File: config.mk
export PLATFORM = sky130hd
export DESIGN_NAME = fraction_accumulator
export DESIGN_NICKNAME = d
export VERILOG_FILES = /design/src/rtl/fraction_accumulator.sv
export SDC_FILE = /design/constraint.sdc
export NUM_CORES = 1
export LEC_CHECK = 0
export ABC_AREA = 1
export ABC_CLOCK_PERIOD_IN_PS = 2500
export CAP_MARGIN = 0
export CORE_MARGIN = 10
export CORE_UTILIZATION = 44
export DETAILED_ROUTE_END_ITERATION = 8
export PLACE_DENSITY = 0.74
export SYNTH_ARGS = -nofsm -noshare
export SYNTH_HDL_FRONTEND = slang
export SYNTH_SLANG_ARGS = --single-unit
File: constraint.sdc
create_clock -name CLK -period 2.5 [get_ports CLK]
set_clock_uncertainty 0.2 [all_clocks]
set_input_delay 0.5 -clock CLK [delete_from_list [all_inputs] [get_ports CLK]]
set_output_delay 0.5 -clock CLK [all_outputs]
set_load 0.01 [all_outputs]
File: src/rtl/fraction_accumulator.sv
// Accumulates signed Q1.6 multiplier products into a wide sum of LEN terms and hands it off over valid/ready.
// Define FRACTION_ACC_SAT_EN to saturate on overflow instead of wrapping.
module fraction_accumulator #(
   parameter int ACC_W = 12,
   parameter int LEN   = 4
) (
   input  logic             CLK,
   input  logic             Rst_n,
   input  logic             Clr,
   input  logic [6:0]       Product,
   input  logic             Done,
   output logic [ACC_W-1:0] Sum,
   output logic             SumValid,
   input  logic             SumReady,
   output logic [7:0]       TermCnt,
   output logic             Overflow,
   output logic             Dropped
);

   typedef enum logic [1:0] {IDLE, ACCUM, HOLD} state_t;

   localparam logic [7:0] LEN_C = 8'(LEN);

   state_t           state_q, state_d;
   logic [ACC_W-1:0] acc_q, acc_d;
   logic [7:0]       term_cnt_q, term_cnt_d;
   logic             overflow_q, overflow_d;
   logic             dropped_q, dropped_d;

   logic [ACC_W-1:0] addend;
   logic [ACC_W-1:0] raw_sum;
   logic [ACC_W-1:0] add_result;
   logic             add_ovf;
   logic             start_sum;

   assign addend  = {{(ACC_W-7){Product[6]}}, Product};
   assign raw_sum = acc_q + addend;
   assign add_ovf = (acc_q[ACC_W-1] == addend[ACC_W-1]) &&
                    (raw_sum[ACC_W-1] != acc_q[ACC_W-1]);

`ifdef FRACTION_ACC_SAT_EN
   // Clamp towards the sign both addends share.
   always_comb begin
      add_result = raw_sum;
      if (add_ovf) begin
         add_result = acc_q[ACC_W-1] ? {1'b1, {(ACC_W-1){1'b0}}}
                                     : {1'b0, {(ACC_W-1){1'b1}}};
      end
   end
`else
   assign add_result = raw_sum;
`endif

   // A completed transfer with a simultaneous product starts the next sum directly.
   assign start_sum = Done && ((state_q == IDLE) || ((state_q == HOLD) && SumReady));

   always_comb begin
      state_d    = state_q;
      acc_d      = acc_q;
      term_cnt_d = term_cnt_q;
      overflow_d = overflow_q;
      dropped_d  = dropped_q;
      if (Clr) begin
         state_d    = IDLE;
         acc_d      = '0;
         term_cnt_d = '0;
         overflow_d = 1'b0;
         dropped_d  = 1'b0;
      end else if (start_sum) begin
         state_d    = (LEN_C == 8'd1) ? HOLD : ACCUM;
         acc_d      = addend;
         term_cnt_d = 8'd1;
         overflow_d = 1'b0;
         dropped_d  = 1'b0;
      end else begin
         case (state_q)
            ACCUM: begin
               if (Done) begin
                  acc_d      = add_result;
                  term_cnt_d = term_cnt_q + 8'd1;
                  if (add_ovf) overflow_d = 1'b1;
                  if ((term_cnt_q + 8'd1) == LEN_C) state_d = HOLD;
               end
            end
            HOLD: begin
               if (SumReady) state_d = IDLE;
               else if (Done) dropped_d = 1'b1;
            end
            default: ;
         endcase
      end
   end

   always_ff @(posedge CLK or negedge Rst_n) begin
      if (!Rst_n) begin
         state_q    <= IDLE;
         acc_q      <= '0;
         term_cnt_q <= '0;
         overflow_q <= 1'b0;
         dropped_q  <= 1'b0;
      end else begin
         state_q    <= state_d;
         acc_q      <= acc_d;
         term_cnt_q <= term_cnt_d;
         overflow_q <= overflow_d;
         dropped_q  <= dropped_d;
      end
   end

   assign Sum      = acc_q;
   assign SumValid = (state_q == HOLD);
   assign TermCnt  = term_cnt_q;
   assign Overflow = overflow_q;
   assign Dropped  = dropped_q;

endmodule

Word-level counts from Yosys, hierarchy flattened
Cells that the tools add are included.
Storage, ports and cells
  register bits: 24
  bits of input ports: 12
  logic and storage cells: 54
Operators by class
  add/sub/neg operators: 2
  equality and inequality tests: 9
  mux-type cells: 24
  reduce and logical (&&, ||, !) cells: 14
Operators with widths (number)
  $mux W12: 4
  $mux W8: 4
  $add A12 B12 Y12: 1
  $reduce_bool A3 Y1: 4
  $mux W1: 10
  $mux W2: 5
  $add A8 B1 Y8 const B: 1
  $eq A8 B3 Y1 const B: 1
  $ne A4 B4 Y1 const B: 2
  $reduce_and A3 Y1: 2
  $ne A4 B2 Y1 const B: 1
  $pmux W2 S2: 1
  $reduce_and A4 Y1: 1
  $reduce_bool A4 Y1: 1
  $logic_and A1 B1 Y1: 3
  $ne A3 B2 Y1 const B: 1
  $eq A2 B1 Y1 const B: 1
  $eq A2 B2 Y1 const B: 1
  $logic_not A2 Y1: 1
  $reduce_and A2 Y1: 1
  $eq A1 B1 Y1: 1
  $logic_or A1 B1 Y1: 1
  $ne A1 B1 Y1: 1

Longest topological paths before layout
Gate-level depths: netlist (run 1).
  depth after elaboration: 8
  gate-level depth with buffers: 12
  mapped depth without buffers: 12

Worst setup path after synthesis (run 1)
OpenSTA, ideal clock, no wires.
  path type: input to register
  start: input Product[0]
  end: register acc_q[8] (netlist: Sum[8])
  library setup time: 0.120 ns
  arrival time: 1.668 ns
  required time: 2.180 ns
  slack: 0.512 ns
  stages on the path: 11
  path buffers: 0
  path through: ha_1 -> inv_1 -> fa_1 -> inv_1 -> nand3_1 -> nand2_1 -> nand3_1 -> nand2_1 -> xor2_1 -> o21ai_1 -> nand2_1
Between the ends
  cells in the longest elaborated chain, start to end: 5
RTL lines
  start: declaration: line 10  | input logic [6:0] Product,
  $add A12 B12 Y12: line 37  | assign raw_sum = acc_q + addend;
  $mux W12: line 78  | if (Done) begin
  $mux W12: line 76  | case (state_q)
  $mux W12: line 69  | end else if (start_sum) begin
  $mux W12: line 63  | if (Clr) begin
  end signal: assignment: line 97  | acc_q <= '0;
  end signal: assignment: line 103  | acc_q <= acc_d;
  end: declaration: line 25  | logic [ACC_W-1:0] acc_q, acc_d;
No other way between the ends. The select of a mux whose other input is x is not followed.
A chain may end at the register's enable or synchronous reset.

Final worst setup path (run 1)
Same ends and word-level chain as after synthesis.

==> impl_metrics.yaml, run 1 <==
synth:
  avgSynthCellArea_um2: 7.25
  synth_edf_count: 0
  synth.distinct_cells: 33
  syn-num-nets: 283
  syn-cell-area_um2: 1870
  synth_top_area_cell: "dfrtp_1"
  synth_common_cells: "63 x nand2_1, 30 x inv_1, 26 x nand3_1"
  ys.flop_type: "dfrtp_1"
  synthMostInstantiatedCell: "nand2_1"
  synthArstFlopShare_pct: 100
  synthCells: 258
  ys_seq_elements: 24
  synth_top_area_share_pct: 32.1
  ys_warn_count: 0
  ys_seq_area_share_pct: 32.1
  synthTopCellsByArea: "dfrtp_1 32%, nand2_1 13%, ha_1 8.0%"
floorplan:
  start_util_pct: 46.1
  core_area_um2: 4060
  row_count: 23
  chipHeight_um: 85.2
  die_area_um2: 7260
  ios: 35
  die-width_um: 85.2
detailed_routing:
  route.vias.total: 1883
  post_drt_wl_per_cell_um: 14.1
  routed_wl_mm: 5.02
  top_layer: "met4"
  first_pass_iters: 5
  wl_met2_mm: 2.36
  drt-met1-wl_mm: 2.32
  dr_wl_met3_um: 291
  drcViolationCount: 0
  vias_per_cell: 5.29
  ant_nets: 0
  drt-initial-drc-count: 105
clocking:
  cts.path.max_buffers: 2
  postCtsSetupBuffers: 0
  clock-sinks: 24
  cts-root-buf: "clkbuf_8"
  cts_made_buffers: 3
  cts_tree: "built"
  clkLatencyLatePin_ns: 0.27
  h-tree-depth: 1
  cts.clk_slew.worst_paths_ns: 0.09
finish:
  seq_area_um2: 601
  nFillCells: 375
  drive_above_1_share_pct: 14.4
  multi_input_area_um2: 1140
  antennaDiodeCount: 0
  areaGrowthSynthToFinish_pct: 30.4
  final_util_pct: 60.1
  num-nets-final: 332
worst_hold_path:
  hold_class: "register to register"
run:
  maxCapViolations: 0
setup_path:
  crit_chain: "clkdlybuf4s50_1 > ha_1 > inv_1 > fa_1 > inv_1 > nand3_1 > nand2_1 > nand3_1 > nand2_1 > xor2_1 > o21ai_1 > nand2_1"
  cp-start-kind: "input port"
  reg2reg_slack_ns: 0.52
  cp_top_family: "buffers and inverters"
  worst_path_max_delay_cell: "clkdlybuf4s50_1"
  cp_common_cell: "nand2_1"
  path_buf_inv: 3
  crit_arrival_ns: 2.26
  end_kind: "register"
  worstPathRequired_ns: 2.46
  path_class: "input port to register"
  slowest_delay_ns: 0.48
  critPathMaxFanout: 4
power:
  power_density_nw_per_um2: 917
  vdd_drop_max_v: 0.000502
  finalPower_mw: 2.24
  p_leak_nw: 1.16
sta:
  fmax_mhz: 435
  relSlewSlack_pct: 74.6
  rsz0062_at_grt: "no"
  maxSlewViolCount: 0
  setup_viol: 0
  hold_viol: 0
  period_needed_ns: 2.30
  min_period_over_period_pct: 92.0
  setup_tns_ns: 0
  tightest_slew_ns: 0.380
placement:
  port_buffers: 34
  hpwlAfterDp_mm: 3.90
  routabilityCongestion: 0.893
global_route:
  antenna_found_initial: 0
  grt_pass1_wl_mm: 8.98
  grt_max_degree: 25
  grt-ovfl-total: 0
  grt_pass1_vias: 1967
  globalRouteTotalUtil_pct: 14.5
run_status:
  status: "finished clean"
-- per-stage QoR --
step | hold WS, ns | instances | setup slack [ns] | instance area [um^2]
2_1_floorplan | 0.00441 | 258 | 0.512 | 1870
3_3_place_gp | 0.289 | 352 | -0.0418 | 2360
3_5_place_dp | 0.299 | 352 | -0.0757 | 2360
4_1_cts | 0.320 | 356 | 0.194 | 2410
5_1_grt | 0.359 | 356 | 0.0636 | 2440
6_report | 0.319 | 356 | 0.200 | 2440
-- worst paths after layout --
kind                                          start                     end  cells past startpoint
worst max-delay path                     Product[0]      Sum[8]$_DFFE_PN0P_                     12
worst min-delay path            Dropped$_DFFE_PN0P_     Dropped$_DFFE_PN0P_                      2
worst max register to register   Sum[4]$_DFFE_PN0P_      Sum[7]$_DFFE_PN0P_                      8
worst min register to register  Dropped$_DFFE_PN0P_     Dropped$_DFFE_PN0P_                      2
max in group asynchronous                     Rst_n  TermCnt[0]$_DFFE_PN0P_                      2
min in group asynchronous                     Rst_n      Sum[4]$_DFFE_PN0P_                      2
-- power breakdown --
group / total, mW / internal, mW / leakage [nW] / switching (mW)
registers: 0.598 / 0.493 / 0.319 / 0.104
clock network: 0.270 / 0.141 / 0.0288 / 0.129
logic: 1.37 / 0.613 / 0.813 / 0.757
total: 2.24 / 1.25 / 1.16 / 0.991
-- timing repair --
item	in CTS	in global routing
hold buffers	0	0
setup endpoints to repair	0	1
resized for setup	0	3
-- tightest hold or removal path, delay by kind of cell (launching register included) --
kind,cells,cell delay [ns]
flip-flops,1,0.36
AO/OA/AOI/OAI,1,0.05
AND/OR/NAND/NOR,1,0.07
-- sequential cells by signal, indices dropped and copies added, names as in the netlist --
signal and count:
state_q 2, TermCnt 8, Sum 12, Dropped 1, Overflow 1
-- cell type report --
cell class	instances	area share, %
Tap cell	50	2.56
Multi-Input combinational cell	197	46.7
Timing Repair Buffer	46	18.3
Clock buffer	4	2.26
Sequential cell	24	24.6
Inverter	35	5.59
-- layer usage --
| metal | global-route usage, % | vias up |
|---|---|---|
| met5 | 0 | - |
| met4 | 3.14 | 0 |
| li1 | - | 953 |
| met1 | 17.4 | 880 |
| met2 | 25.1 | 46 |
| met3 | 3.63 | 4 |
-- layout by cell type (no fill, tap or decap), types with 7 or more instances in the layout --
cell type	count
ha_1	10
buf_4	11
nor2_1	22
nand3_1	26
inv_1	30
dfrtp_1	24
o21ai_0	10
a21oi_1	11
o21ai_1	7
nand2_1	63
clkdlybuf4s50_1	33
-- kinds of logic after synthesis --
kind of cell | share of synthesized area, %
xor gates and xnor gates | 2.34
DFF | 32.1
adders and majority gates | 9.10
and+or+nand+nor | 33.6
buffers and inverters | 8.29
AOI/OAI and AO/OA | 14.5
(Power assumes the default switching activity.)
==> run 2: changes to the inputs <==
--- a/config.mk
+++ b/config.mk
@@ -8,7 +8,7 @@
 export ABC_AREA = 1
 export ABC_CLOCK_PERIOD_IN_PS = 2500
 export CAP_MARGIN = 0
-export CORE_MARGIN = 10
+export CORE_MARGIN = 4
 export CORE_UTILIZATION = 44
 export DETAILED_ROUTE_END_ITERATION = 8
 export PLACE_DENSITY = 0.74
==> run 2 against run 1 <==
Compared with the run above:
- die area decreased by 26%
- largest power group unchanged
- critical path depth decreased by 2
- routed wire length decreased by 5.9%
- critical endpoint is now Overflow$_DFFE_PN0P_
- clock power increased by 32%
- combinational power about the same
- sequential cell count unchanged
- total power increased by 3.8%
- cell count increased by 0.56%
- setup slack got worse by 0.013 ns
- fmax decreased by 0.58%
==> impl_metrics.yaml, run 2 (synthesized netlist as in run 1, its figures left out) <==
run_status:
  status: "finished clean"
global_route:
  grt_pass1_wl_mm: 7.97
  grt_pass1_vias: 1770
  grt_max_degree: 25
  globalRouteTotalUtil_pct: 18.9
  grt-ovfl-total: 0
  antenna_found_initial: 0
sta:
  rsz0062_at_grt: "no"
  min_period_over_period_pct: 92.5
  maxSlewViolCount: 0
  fin_ws_ns: 0.186
  relSlewSlack_pct: 74.7
  period_needed_ns: 2.31
  setup_viol: 0
  fmax_mhz: 432
  hold_viol: 0
  tightest_slew_ns: 0.379
placement:
  port_buffers: 34
  routabilityCongestion: 0.928
  place_ws_ns: -0.116
  place_area_um2: 2370
  hpwlAfterDp_mm: 3.63
detailed_routing:
  drcViolationCount: 0
  route.vias.total: 1883
  vias_per_cell: 5.26
  drt-initial-drc-count: 94
  first_pass_iters: 4
  ant_nets: 0
  post_drt_wl_per_cell_um: 13.2
  routed_wl_mm: 4.73
floorplan:
  start_util_pct: 46.1
  die_area_um2: 5360
  die-width_um: 73.2
  chipHeight_um: 73.2
  core_area_um2: 4060
  row_count: 23
  ios: 35
power:
  power.share.switching_pct: 42.8
  vdd_drop_max_v: 0.000567
  p_comb_share_pct: 58.9
  p_int_mw: 1.33
  power_frac_seq_pct: 25.8
  switching_power_uw: 994
  p_leak_nw: 1.17
  p_clk_share_pct: 15.3
  power_density_nw_per_um2: 946
  finalPower_mw: 2.32
finish:
  areaGrowthSynthToFinish_pct: 31.3
  num-nets-final: 334
  drive_above_1_share_pct: 14.6
  final_area_um2: 2460
  final_util_pct: 60.5
  antennaDiodeCount: 0
  layout_commonest_cell: "nand2_1"
  final_cell_mix: "63 x nand2_1, 34 x clkdlybuf4s50_1, 30 x inv_1"
  largest_register_ffs: 12
setup_path:
  cp-start-kind: "input port"
  worstPathRequired_ns: 2.51
  worstReg2RegEnd: "Sum[7]$_DFFE_PN0P_"
  path_class: "input port to register"
  reg2reg_slack_ns: 0.50
  end_kind: "register"
  crit_arrival_ns: 2.32
  r2r_cells: 8
  worst_r2r_startpoint: "Sum[4]$_DFFE_PN0P_"
  critPathMaxFanout: 6
clocking:
  h-tree-depth: 1
  cts.path.max_buffers: 2
  cts_hold_buffers: 0
  clkLatencyLatePin_ns: 0.28
  clock-sinks: 24
  cts_made_buffers: 3
  cts.clk_slew.worst_paths_ns: 0.09
  cts_tree: "built"
  cts-root-buf: "clkbuf_8"
worst_hold_path:
  min-delay-start: "Dropped$_DFFE_PN0P_"
  min_to: "Dropped$_DFFE_PN0P_"
  hold_depth: 2
  hold_class: "register to register"
run:
  maxCapViolations: 0
[run 2: cell types whose count changed in the layout (fill, tap and decap cells not counted)]
cell	delta
bufinv_16	+1
dlymetal6s2s_1	-1
clkdlybuf4s50_1	+1
ha_4	-1
clkbuf_8	-1
buf_4	+2
ha_1	+1
[run 2: power groups by stage]
stage | Clock [mW] | Combinational (mW) | Sequential, mW
global route | 0.377 | 1.52 | 0.615
detailed placement | 0 | 1.35 | 0.599
CTS | 0.365 | 1.36 | 0.595
finish | 0.356 | 1.37 | 0.599
global placement | 0 | 1.33 | 0.601
floorplan | 0 | 0.791 | 0.625
[run 2: how the worst max path moves through the flow]
stage,from,to,slack (ns),cells after the start
finish,Product[6],Overflow$_DFFE_PN0P_,0.19,10
global route,Product[6],Sum[10]$_DFFE_PN0P_,0.004,9
global placement,Product[6],Sum[7]$_DFFE_PN0P_,-0.08,9
detailed placement,Product[6],Sum[7]$_DFFE_PN0P_,-0.12,9
floorplan,Product[0],Sum[8]$_DFFE_PN0P_,0.51,11
CTS,Product[6],Overflow$_DFFE_PN0P_,0.18,10
[run 2: final cells by class]
| cell class | instances | area (um^2) |
|---|---|---|
| clock buffer | 3 | 41.3 |
| clock inverter | 1 | 30.0 |
| fill | 370 | 1600 |
| inverter | 35 | 136 |
| multi-input combinational | 197 | 1130 |
| sequential | 24 | 601 |
| tap | 50 | 62.6 |
| timing repair buffer | 48 | 458 |
[run 2: stage by stage]
stage	hold WS, ns	TNS, ns	instances
after CTS	0.325	0	358
after detailed placement	0.306	-0.483	354
after global placement	0.292	-0.172	354
final	0.325	0	358
after floorplan	0.00441	0	258
after global routing	0.359	0	358
[run 2: critical path, stage by stage]
cell,delay (ns)
clkdlybuf4s50_1,0.56
ha_1,0.41
inv_1,0.06
o21ai_0,0.24
a21oi_1,0.12
nand3_2,0.11
nand2_1,0.06
o21ai_1,0.07
nand2_1,0.06
a21oi_1,0.13
[run 2: per-layer routing]
metal | track usage, % | vias to the layer above | share of wire, %
li1 | - | 954 | -
met1 | 24.7 | 865 | 46
met2 | 32.1 | 57 | 47
met3 | 3.31 | 7 | 6.1
met4 | 4.71 | 0 | 1.2
met5 | 0 | - | 0
[run 2: timing repair]
action,in CTS,in global routing
buffers inserted,0,0
resized for setup,0,1
setup endpoints to repair,0,1
==> run 3: changes to the inputs <==
--- a/config.mk
+++ b/config.mk
@@ -11,6 +11,7 @@
 export CORE_MARGIN = 4
 export CORE_UTILIZATION = 44
 export DETAILED_ROUTE_END_ITERATION = 8
+export GPL_TIMING_DRIVEN = 0
 export PLACE_DENSITY = 0.74
 export SYNTH_ARGS = -nofsm -noshare
 export SYNTH_HDL_FRONTEND = slang
==> run 3 against run 2 <==
Compared with the run above:
- core utilization decreased by 3.3 points
- fmax decreased by 3.1%
- routed wire length decreased by 4.0%
- setup slack got worse by 0.073 ns
- worst hold slack got worse by 0.0025 ns
- first-iteration DRC count decreased by 2.1%
- sequential cell count unchanged
==> impl_metrics.yaml, run 3 (synthesized netlist as in run 1, its figures left out) <==
run_status:
  status: "finished clean"
clocking:
  cts-root-buf: "clkbuf_8"
  postCtsSetupBuffers: 0
  cts-resized-gates: 0
  cts.path.max_buffers: 2
  cts_made_buffers: 3
  clock-sinks: 24
  clkLatencyLatePin_ns: 0.27
  h-tree-depth: 1
  cts_hold_buffers: 0
  cts.clk_slew.worst_paths_ns: 0.09
  cts_tree: "built"
sta:
  relSlewSlack_pct: 24.8
  maxSlewViolCount: 0
  tightest_slew_ns: 1.12
  hold_viol: 0
  rsz0062_at_grt: "no"
  hold_slack_ns: 0.322
  fmax_mhz: 419
  min_period_over_period_pct: 95.5
  setup_tns_ns: 0
  setup_viol: 0
  period_needed_ns: 2.39
  fin_ws_ns: 0.113
floorplan:
  ios: 35
  die-width_um: 73.2
  core_area_um2: 4060
  row_count: 23
  chipHeight_um: 73.2
  die_area_um2: 5360
  start_util_pct: 46.1
detailed_routing:
  ant_nets: 0
  drt-initial-drc-count: 92
  vias_per_cell: 5.27
  first_pass_iters: 4
  post_drt_wl_per_cell_um: 13.1
  route.vias.total: 1817
  drcViolationCount: 0
  routed_wl_mm: 4.54
finish:
  final_util_pct: 57.2
  final_cell_mix: "62 x nand2_1, 33 x clkdlybuf4s50_1, 29 x inv_1"
  layout_commonest_cell: "nand2_1"
  areaGrowthSynthToFinish_pct: 24.1
  num-nets-final: 322
  antennaDiodeCount: 0
  drive_above_1_share_pct: 11.5
  largest_register_ffs: 12
power:
  p_int_mw: 1.13
  power_density_nw_per_um2: 899
  vdd_drop_max_v: 0.000536
  finalPower_mw: 2.09
  power.share.switching_pct: 45.8
  p_comb_share_pct: 59.9
  p_clk_share_pct: 11.6
  p_leak_nw: 1.10
  switching_power_uw: 956
  power_frac_seq_pct: 28.4
global_route:
  globalRouteTotalUtil_pct: 18.3
  antenna_found_initial: 0
  grt_pass1_vias: 1814
  grt-ovfl-total: 0
  grt_max_degree: 25
  grt_pass1_wl_mm: 7.82
worst_hold_path:
  hold_class: "register to register"
setup_path:
  cp-start-kind: "input port"
  worstPathRequired_ns: 2.46
  path_class: "input port to register"
  crit_arrival_ns: 2.35
  critPathMaxFanout: 4
  end_kind: "register"
placement:
  routabilityCongestion: 0.876
  hpwlAfterDp_mm: 3.47
  port_buffers: 34
  place_ws_ns: -0.246
run:
  maxCapViolations: 0
## run 3: layout make-up
type                            instances  area [um^2]
Multi-Input combinational cell        197         1120
Clock buffer                            3         41.3
Tap cell                               50         62.6
Fill cell                             394         1740
Inverter                               35          136
Timing Repair Buffer                   34          343
Sequential cell                        24          601
Buffer                                  2         18.8
## run 3: through the flow
| stage | instances | area, um^2 |
|---|---|---|
| after detailed placement | 342 | 2270 |
| after CTS | 345 | 2310 |
| after floorplan | 258 | 1870 |
| final | 345 | 2320 |
| after global routing | 345 | 2320 |
| after global placement | 342 | 2270 |
## run 3: final timing paths
| path | startpoint | end | slack [ns] | cells after the start |
|---|---|---|---|---|
| max | Product[0] | Sum[8]$_DFFE_PN0P_ | 0.11 | 12 |
| min in group asynchronous | Rst_n | TermCnt[6]$_DFFE_PN0P_ | 0.63 | 1 |
| min | Sum[10]$_DFFE_PN0P_ | Sum[10]$_DFFE_PN0P_ | 0.32 | 2 |
| max in group asynchronous | Rst_n | Sum[10]$_DFFE_PN0P_ | 0.80 | 1 |
| max reg2reg | Sum[0]$_DFFE_PN0P_ | Sum[8]$_DFFE_PN0P_ | 0.44 | 11 |
| min reg2reg | Sum[10]$_DFFE_PN0P_ | Sum[10]$_DFFE_PN0P_ | 0.32 | 2 |
## run 3: worst max-delay path, cell delays in order
cell and delay (ns):
clkdlybuf4s50_1 0.49, ha_2 0.21, inv_1 0.06, fa_1 0.37
inv_2 0.09, nand3_1 0.08, nand2_2 0.12, nand3_1 0.09
nand2_1 0.09, xor2_1 0.06, o21ai_1 0.13, nand2_1 0.06
## run 3: metal layers
layer  track usage, %  share of wire [%]  vias up
met4             8.20                2.4        0
li1                 -                  -      930
met5                0                  0        -
met2             29.5                 44       49
met3             3.03                5.2       14
met1             24.0                 48      824
## run 3: power by group through the flow
stage | Clock, mW | Sequential, mW | Combinational [mW]
floorplan | 0 | 0.625 | 0.791
global placement | 0 | 0.596 | 1.22
detailed placement | 0 | 0.598 | 1.24
CTS | 0.245 | 0.592 | 1.25
global route | 0.260 | 0.608 | 1.40
finish | 0.243 | 0.593 | 1.25
